File: src/rtl/hilo_muldiv_if.sv
// hilo_muldiv_if: execute-stage <-> HI/LO mul/div unit bus.
//   master : execute stage (drives Start/Op/A/B and MTHI/MTLO strobes)
//   slave  : hilo_muldiv_unit (drives Busy/Done and the HI/LO registers)
//   Start/Op/A/B        : operation request, sampled only while Busy=0
//   WriteHi/WriteLo     : MTHI/MTLO strobes, data on WriteData
//   Busy/Done           : in-flight flag / one-cycle result pulse
//   HiReg_output/LoReg_output : architectural HI/LO
interface hilo_muldiv_if #(
  parameter int WIDTH = 32
);
  logic             Start;
  logic [1:0]       Op;
  logic [WIDTH-1:0] A;
  logic [WIDTH-1:0] B;
  logic             WriteHi;
  logic             WriteLo;
  logic [WIDTH-1:0] WriteData;
  logic             Busy;
  logic             Done;
  logic [WIDTH-1:0] HiReg_output;
  logic [WIDTH-1:0] LoReg_output;

  modport master (
    output Start, Op, A, B, WriteHi, WriteLo, WriteData,
    input  Busy, Done, HiReg_output, LoReg_output
  );

  modport slave (
    input  Start, Op, A, B, WriteHi, WriteLo, WriteData,
    output Busy, Done, HiReg_output, LoReg_output
  );
endinterface

File: src/rtl/hilo_muldiv_unit.sv
// hilo_muldiv_unit: iterative MULT/MULTU/DIV/DIVU engine owning HI/LO.
//   Clk : clock, rising edge
//   Rst : asynchronous active-high reset (aborts any op, clears HI/LO)
//   bus : hilo_muldiv_if.slave -- request, MTHI/MTLO, Busy/Done, HI/LO
// One bit per cycle over WIDTH RUN cycles, then one FIX cycle applies signs
// and writes HI/LO. Busy is high for WIDTH+1 cycles; Done pulses with result.
module hilo_muldiv_unit #(
  parameter int WIDTH = 32
) (
  input  logic          Clk,
  input  logic          Rst,
  hilo_muldiv_if.slave  bus
);
  localparam int CW = $clog2(WIDTH);

  typedef enum logic [1:0] {IDLE, RUN, FIX} state_t;

  state_t           state;
  logic [CW-1:0]    cnt;
  logic             busy, done;
  logic [WIDTH-1:0] hi_q, lo_q;
  // Shared accumulator: multiply {partial product, multiplier},
  // divide {remainder, dividend shifting into quotient}.
  logic [WIDTH-1:0] acc_hi, acc_lo;
  logic [WIDTH-1:0] opnd;          // multiplicand or divisor magnitude
  logic             is_div;
  logic             neg_q;         // product / quotient sign
  logic             neg_r;         // remainder sign (dividend sign)

  // Request decode and operand magnitudes
  logic             signed_op, div_op, b_zero;
  logic [WIDTH-1:0] a_mag, b_mag;

  always_comb begin
    signed_op = ~bus.Op[0];
    div_op    = bus.Op[1];
    b_zero    = (bus.B == '0);
    a_mag     = (signed_op && bus.A[WIDTH-1]) ? -bus.A : bus.A;
    b_mag     = (signed_op && bus.B[WIDTH-1]) ? -bus.B : bus.B;
  end

  // Iteration step datapath
  logic [WIDTH:0]     mul_sum;
  logic [WIDTH:0]     div_part, div_diff;
  logic               div_ge;
  logic [2*WIDTH-1:0] prod, prod_neg;

  always_comb begin
    mul_sum  = {1'b0, acc_hi} + (acc_lo[0] ? {1'b0, opnd} : '0);
    div_part = {acc_hi, acc_lo[WIDTH-1]};
    div_ge   = (div_part >= {1'b0, opnd});
    div_diff = div_part - {1'b0, opnd};
    prod     = {acc_hi, acc_lo};
    prod_neg = -prod;
  end

  always_ff @(posedge Clk or posedge Rst) begin
    if (Rst) begin
      state  <= IDLE;
      cnt    <= '0;
      busy   <= 1'b0;
      done   <= 1'b0;
      hi_q   <= '0;
      lo_q   <= '0;
      acc_hi <= '0;
      acc_lo <= '0;
      opnd   <= '0;
      is_div <= 1'b0;
      neg_q  <= 1'b0;
      neg_r  <= 1'b0;
    end else begin
      done <= 1'b0;
      case (state)
        IDLE: begin
          // MT writes land now even if a Start is accepted on the same edge;
          // the op result overwrites them at FIX.
          if (bus.WriteHi) hi_q <= bus.WriteData;
          if (bus.WriteLo) lo_q <= bus.WriteData;
          if (bus.Start) begin
            state  <= RUN;
            busy   <= 1'b1;
            cnt    <= '0;
            is_div <= div_op;
            acc_hi <= '0;
            acc_lo <= div_op ? a_mag : b_mag;
            opnd   <= div_op ? b_mag : a_mag;
            // Divide-by-zero: unsigned all-ones quotient must not be negated;
            // remainder path then reproduces the original A.
            neg_q  <= signed_op & (bus.A[WIDTH-1] ^ bus.B[WIDTH-1])
                      & ~(div_op & b_zero);
            neg_r  <= signed_op & bus.A[WIDTH-1];
          end
        end
        RUN: begin
          if (is_div) begin
            acc_hi <= div_ge ? div_diff[WIDTH-1:0] : div_part[WIDTH-1:0];
            acc_lo <= {acc_lo[WIDTH-2:0], div_ge};
          end else begin
            {acc_hi, acc_lo} <= {mul_sum, acc_lo[WIDTH-1:1]};
          end
          cnt <= cnt + 1'b1;
          if (cnt == CW'(WIDTH-1)) state <= FIX;
        end
        FIX: begin
          if (is_div) begin
            lo_q <= neg_q ? -acc_lo : acc_lo;
            hi_q <= neg_r ? -acc_hi : acc_hi;
          end else begin
            {hi_q, lo_q} <= neg_q ? prod_neg : prod;
          end
          state <= IDLE;
          busy  <= 1'b0;
          done  <= 1'b1;
          cnt   <= '0;
        end
        default: state <= IDLE;
      endcase
    end
  end

  assign bus.Busy         = busy;
  assign bus.Done         = done;
  assign bus.HiReg_output = hi_q;
  assign bus.LoReg_output = lo_q;
endmodule

File: src/flat_wrapper.sv
// flat-port wrapper written by rule: the top's interface ports become plain ports
module hilo_muldiv_unit_flat 
#(
  parameter int WIDTH = 32
)
  (Clk, Rst, bus_Start, bus_Op, bus_A, bus_B, bus_WriteHi, bus_WriteLo, bus_WriteData, bus_Busy, bus_Done, bus_HiReg_output, bus_LoReg_output);
  hilo_muldiv_if #(.WIDTH(WIDTH)) bus_i ();
  input  logic Clk;
  input  logic Rst;
  input wire logic [$bits(bus_i.Start)-1:0] bus_Start;
  input wire logic [$bits(bus_i.Op)-1:0] bus_Op;
  input wire logic [$bits(bus_i.A)-1:0] bus_A;
  input wire logic [$bits(bus_i.B)-1:0] bus_B;
  input wire logic [$bits(bus_i.WriteHi)-1:0] bus_WriteHi;
  input wire logic [$bits(bus_i.WriteLo)-1:0] bus_WriteLo;
  input wire logic [$bits(bus_i.WriteData)-1:0] bus_WriteData;
  output wire logic [$bits(bus_i.Busy)-1:0] bus_Busy;
  output wire logic [$bits(bus_i.Done)-1:0] bus_Done;
  output wire logic [$bits(bus_i.HiReg_output)-1:0] bus_HiReg_output;
  output wire logic [$bits(bus_i.LoReg_output)-1:0] bus_LoReg_output;
  assign bus_i.Start = bus_Start;
  assign bus_i.Op = bus_Op;
  assign bus_i.A = bus_A;
  assign bus_i.B = bus_B;
  assign bus_i.WriteHi = bus_WriteHi;
  assign bus_i.WriteLo = bus_WriteLo;
  assign bus_i.WriteData = bus_WriteData;
  assign bus_Busy = bus_i.Busy;
  assign bus_Done = bus_i.Done;
  assign bus_HiReg_output = bus_i.HiReg_output;
  assign bus_LoReg_output = bus_i.LoReg_output;
  hilo_muldiv_unit #(.WIDTH(WIDTH)) u_core (.Clk(Clk), .Rst(Rst), .bus(bus_i));
endmodule
File: config.mk
export PLATFORM = sky130hd
export DESIGN_NAME = hilo_muldiv_unit_flat
export DESIGN_NICKNAME = d
export VERILOG_FILES = /design/src/rtl/hilo_muldiv_if.sv /design/src/rtl/hilo_muldiv_unit.sv /design/src/flat_wrapper.sv
export SDC_FILE = /design/constraint.sdc
export NUM_CORES = 1
export LEC_CHECK = 0
export BUFFER_PORTS_ARGS = -buffer_cell sky130_fd_sc_hd__buf_4
export CAP_MARGIN = 15
export CORE_AREA = 4 4 177 179
export CTS_BUF_LIST = sky130_fd_sc_hd__clkbuf_8
export DETAILED_ROUTE_END_ITERATION = 7
export DIE_AREA = 0 0 181 183
export GPL_ROUTABILITY_DRIVEN = 0
export HOLD_SLACK_MARGIN = 0.12
export MAX_ROUTING_LAYER = met4
export PLACE_DENSITY_LB_ADDON = 0.08
export SLEW_MARGIN = 20
export SYNTH_ARGS = -nofsm -noshare
export SYNTH_HDL_FRONTEND = slang
export SYNTH_SLANG_ARGS = --single-unit
File: constraint.sdc
create_clock -name Clk -period 7.65 [get_ports Clk]
set_clock_uncertainty 0.2 [all_clocks]
set_input_delay 0.765 -clock Clk [delete_from_list [all_inputs] [get_ports Clk]]
set_output_delay 0.765 -clock Clk [all_outputs]
set_load 0.01 [all_outputs]
==> results.txt <==
The data arrival time of the critical path came out at 4670 ps. The sequential fraction of the synthesis area is 0.2933. The startpoint identified for the worst register-to-register timing path is u_core.acc_lo[0].

TritonCTS built the clock tree. The netlist uses 78 different library cells. The critical path starts at u_core.acc_lo[0]. Summing internal, switching and leakage power gives 7.710 mW. TritonCTS created 17 clock buffers. The flow ran to the end, and the final reports show no timing, DRC or antenna violations.

The tools report the number of antenna violations at the first check in global routing as 0. Final clock period utilization by the worst path: 0.5877. By instance count, the leading cell after synthesis is nor2_1. No sink is reached through more buffers than the 2 on the longest clock path. In this run the count of I/O pins placed on the die edge is 169. In this run the cell area of the synthesized design comes to 0.01468 mm^2.

The fraction of synthesis flops using an asynchronous set or reset pin was 1.000. The total routed wirelength came out at 49,100 um. The average cell area after synthesis works out to 7.741 um^2. Setup repair after global routing left no endpoint under its margin.

For the number of iterations in the first detailed-routing pass, the log shows 5. The overall track demand over capacity in global routing is 0.2994. The most prevalent standard cell on the critical path was o21ai_0. The most frequently used flop master after synthesis is dfrtp_1. The tools report the highest clock frequency the design can meet as 222.4 MHz. By count the netlist is led by nor2_1, nand2_1, o21ai_0, a21oi_1, dfrtp_1. The power density over the cells was 467.0 mW/mm^2; the maximum level of the CTS H-tree was 4. The count of routing violations after the opening detailed-route iteration was 1,472.

The clock transition at the register clock pins on the worst setup and hold paths after CTS came out at 100 ps. The cell accounting for the most synthesized area was dfrtp_1. For this run the aggregate overflow at the end of global routing stands at 0. Of all nets on the critical path, the largest fanout is 33. The net count reported at finish came out at 2,160.

Among all stages on the critical path, the largest delay is contributed by inv_1. Counting cells, the worst reg-to-reg path comes to 14. The delay of the slowest critical-path stage was 820 ps; the required time of the critical path was 7820 ps. The die is 183 um tall. The tools report the quantity of hold-fixing buffers added after cts as 0.

In this run the remaining antenna-violating nets after routing total 0. After technology mapping, the gate count stands at 1,896. The tools report the library cell used as clock root buffer as clkbuf_8. The logs give 0 for the number of pins with negative max-slew slack in the final report and 14.27k for the via count. The floorplan step set the die width to 181 um. The number of hold violations in the final report came out at 0. The area growth from synthesis to layout is 12.50%. The share of total power in sequential cells is 0.261.

The power dissipated by switching net loads was 3.945 mW. Using the TritonRoute via totals, the vias-per-cell ratio works out to 5.975. Input and output buffers added on the ports amount to 168. Standard cell area after detailed placement: 0.01612 mm^2. The tools report the core area as 0.02956 mm^2. The clock power share is 0.084. Type of the setup path with the least slack: reg -> reg.

STA classifies the critical path endpoint as a register. The die covers 0.03312 mm^2. In this run the critical register-to-register path is captured at u_core.acc_hi[27].

The tool flagged a number of max-cap violations equal to 0. Including well taps, the total number of placed cells is 2,356. Counting flops with a built-in enable in the synthesized netlist gives 0. Post-CTS timing repair inserted 0 buffers for setup. Summed over all failing endpoints, the final setup total negative slack is 0 ps.

For this design the static power due to leakage is 7.394 nW. The number of nets handed over by synthesis was 2,071. In the routed design, unresolved DRC markers number 0.

Cell internal power was estimated by the tool at 3.766 mW. The shortest clock period the worst path allows after layout was 4496 ps; the share of total power consumed by net switching was 0.5116. The proportion of netlist area held by the largest area contributor was 0.2933; the final-report setup violation count was 0. Counting flops and latches in the post-synthesis netlist gives 172.

The ratio of cells with drive above 1 in the final layout was 0.1296; the count of synthesis-stage warnings from yosys was 0. The signal on the critical path passes through inv_1 > nor2_1 > ha_1 > nor2b_1 > o21ai_0 > a21oi_1 > o21ai_0 > o311ai_0 > buf_4 > a32oi_1 > o21ai_0 > xnor2_1 > o21ai_0 > a211o_1. Clock sink count: 172. The run gives 13.23k as the number of global-route vias before repair.

After clock tree synthesis, the repair step resized 0 gates. The routed length per instance is 20.56 um, and the count of buffer and inverter cells on the critical path is 2. The largest delay contributor family on the critical path was compound AO/OA/AOI/OAI gates. The initial standard-cell utilization of the core came out at 0.4965. Path class of the lowest-slack min-delay path: in -> async. Entering global routing, the biggest net connects 104 pins. After routing the design area is 0.01651 mm^2. Minimum hold slack: 152.1 ps. 0 antenna diodes ended up in the layout. For flop-to-flop paths, the worst setup slack is 3150 ps. For the relative slew slack, the log shows 0.2648.

Startpoint kind of the worst setup timing path: a register. The maximum vdd ir drop is 0.0002428 V. For the part of the power in combinational logic, the log shows 0.655. The initialized floorplan defines 63 standard-cell rows.

The tools report the placed wire-length estimate after detailed placement as 38,400 um. The actual transition at the worst max-transition pin was 1100 ps. The final non-filler cell total came out at 2,388.

The first global-routing pass estimated 76,980 um of wire. The tools report the clock latency on the worst-skew pair as 500 ps. In the post-synthesis netlist, the biggest area contributors are dfrtp_1, o21ai_0, a21oi_1.
==> routing by layer <==
metal	global-route usage	up-vias	wire length, um
li1	-	6929	-
met1	0.4259	6703	22570
met2	0.4486	556	21570
met3	0.04383	80	3670
met4	0.08406	0	1294
met5	-	-	0
==> power groups by stage <==
stage | sequential, mW | combinational (mW) | clock (mW)
CTS | 1.99 | 4.99 | 0.659
floorplan | 1.79 | 3.68 | 0
global placement | 1.99 | 4.92 | 0
detailed placement | 2.01 | 4.97 | 0
finish | 2.02 | 5.05 | 0.647
global route | 2.07 | 5.58 | 0.692
==> through the flow <==
step	setup WS (ps)	util
2_1_floorplan	2025	-
3_3_place_gp	3357	0.5454
3_5_place_dp	3255	0.5454
4_1_cts	3215	0.5584
5_1_grt	2804	0.5586
6_report	3154	0.5586
==> worst max-delay path by stage <==
stage / end / slack (ps) / cells after the start
5_1_grt: u_core.acc_hi[27] / 2800 / 14
3_3_place_gp: u_core.acc_hi[27] / 3360 / 14
2_1_floorplan: u_core.acc_hi[0] / 2020 / 1
6_report: u_core.acc_hi[27] / 3150 / 14
3_5_place_dp: u_core.acc_hi[27] / 3250 / 14
4_1_cts: u_core.acc_hi[27] / 3210 / 14
==> area by class of cell <==
class,instances,area [um^2]
fillers,2814,13050
multi-input cells,1542,9696
flip-flops and latches,172,4305
repair buffers,183,1374
well taps,390,488.0
inverters,69,264.0
clock buffers,17,234.0
clock inverters,15,150.1
==> registers in the layout, indices dropped and copies added (netlist names) <==
name,count
u_core.acc_lo,32
u_core.cnt,5
u_core.state,2
u_core.bus.Busy,1
u_core.opnd,32
u_core.neg_r,1
u_core.neg_q,1
u_core.bus.Done,1
u_core.is_div,1
u_core.bus.HiReg_output,32
u_core.bus.LoReg_output,32
u_core.acc_hi,32
==> logic make-up after synthesis <==
kind of cell | share of synthesized area
fa+ha+maj | 0.06240
xor+xnor | 0.1014
mux | 0.05158
buf+inv | 0.04783
flops | 0.2933
compound gates | 0.2559
simple gates | 0.1876
==> cell usage in the layout, fill, tap and decap left out, types with 32 or more instances in the layout <==
master   instances
dfrtp_1        171
nor2_1         226
xor2_1          81
o31ai_1         51
nand2_1        198
a21oi_1        186
buf_4          183
o21ai_0        192
ha_1            70
xnor2_1         89
inv_1           68
mux2i_1         61
a21o_1          39
nand3_1         33
nor3_1          32
Note: power is estimated with default switching activity, not from simulation.
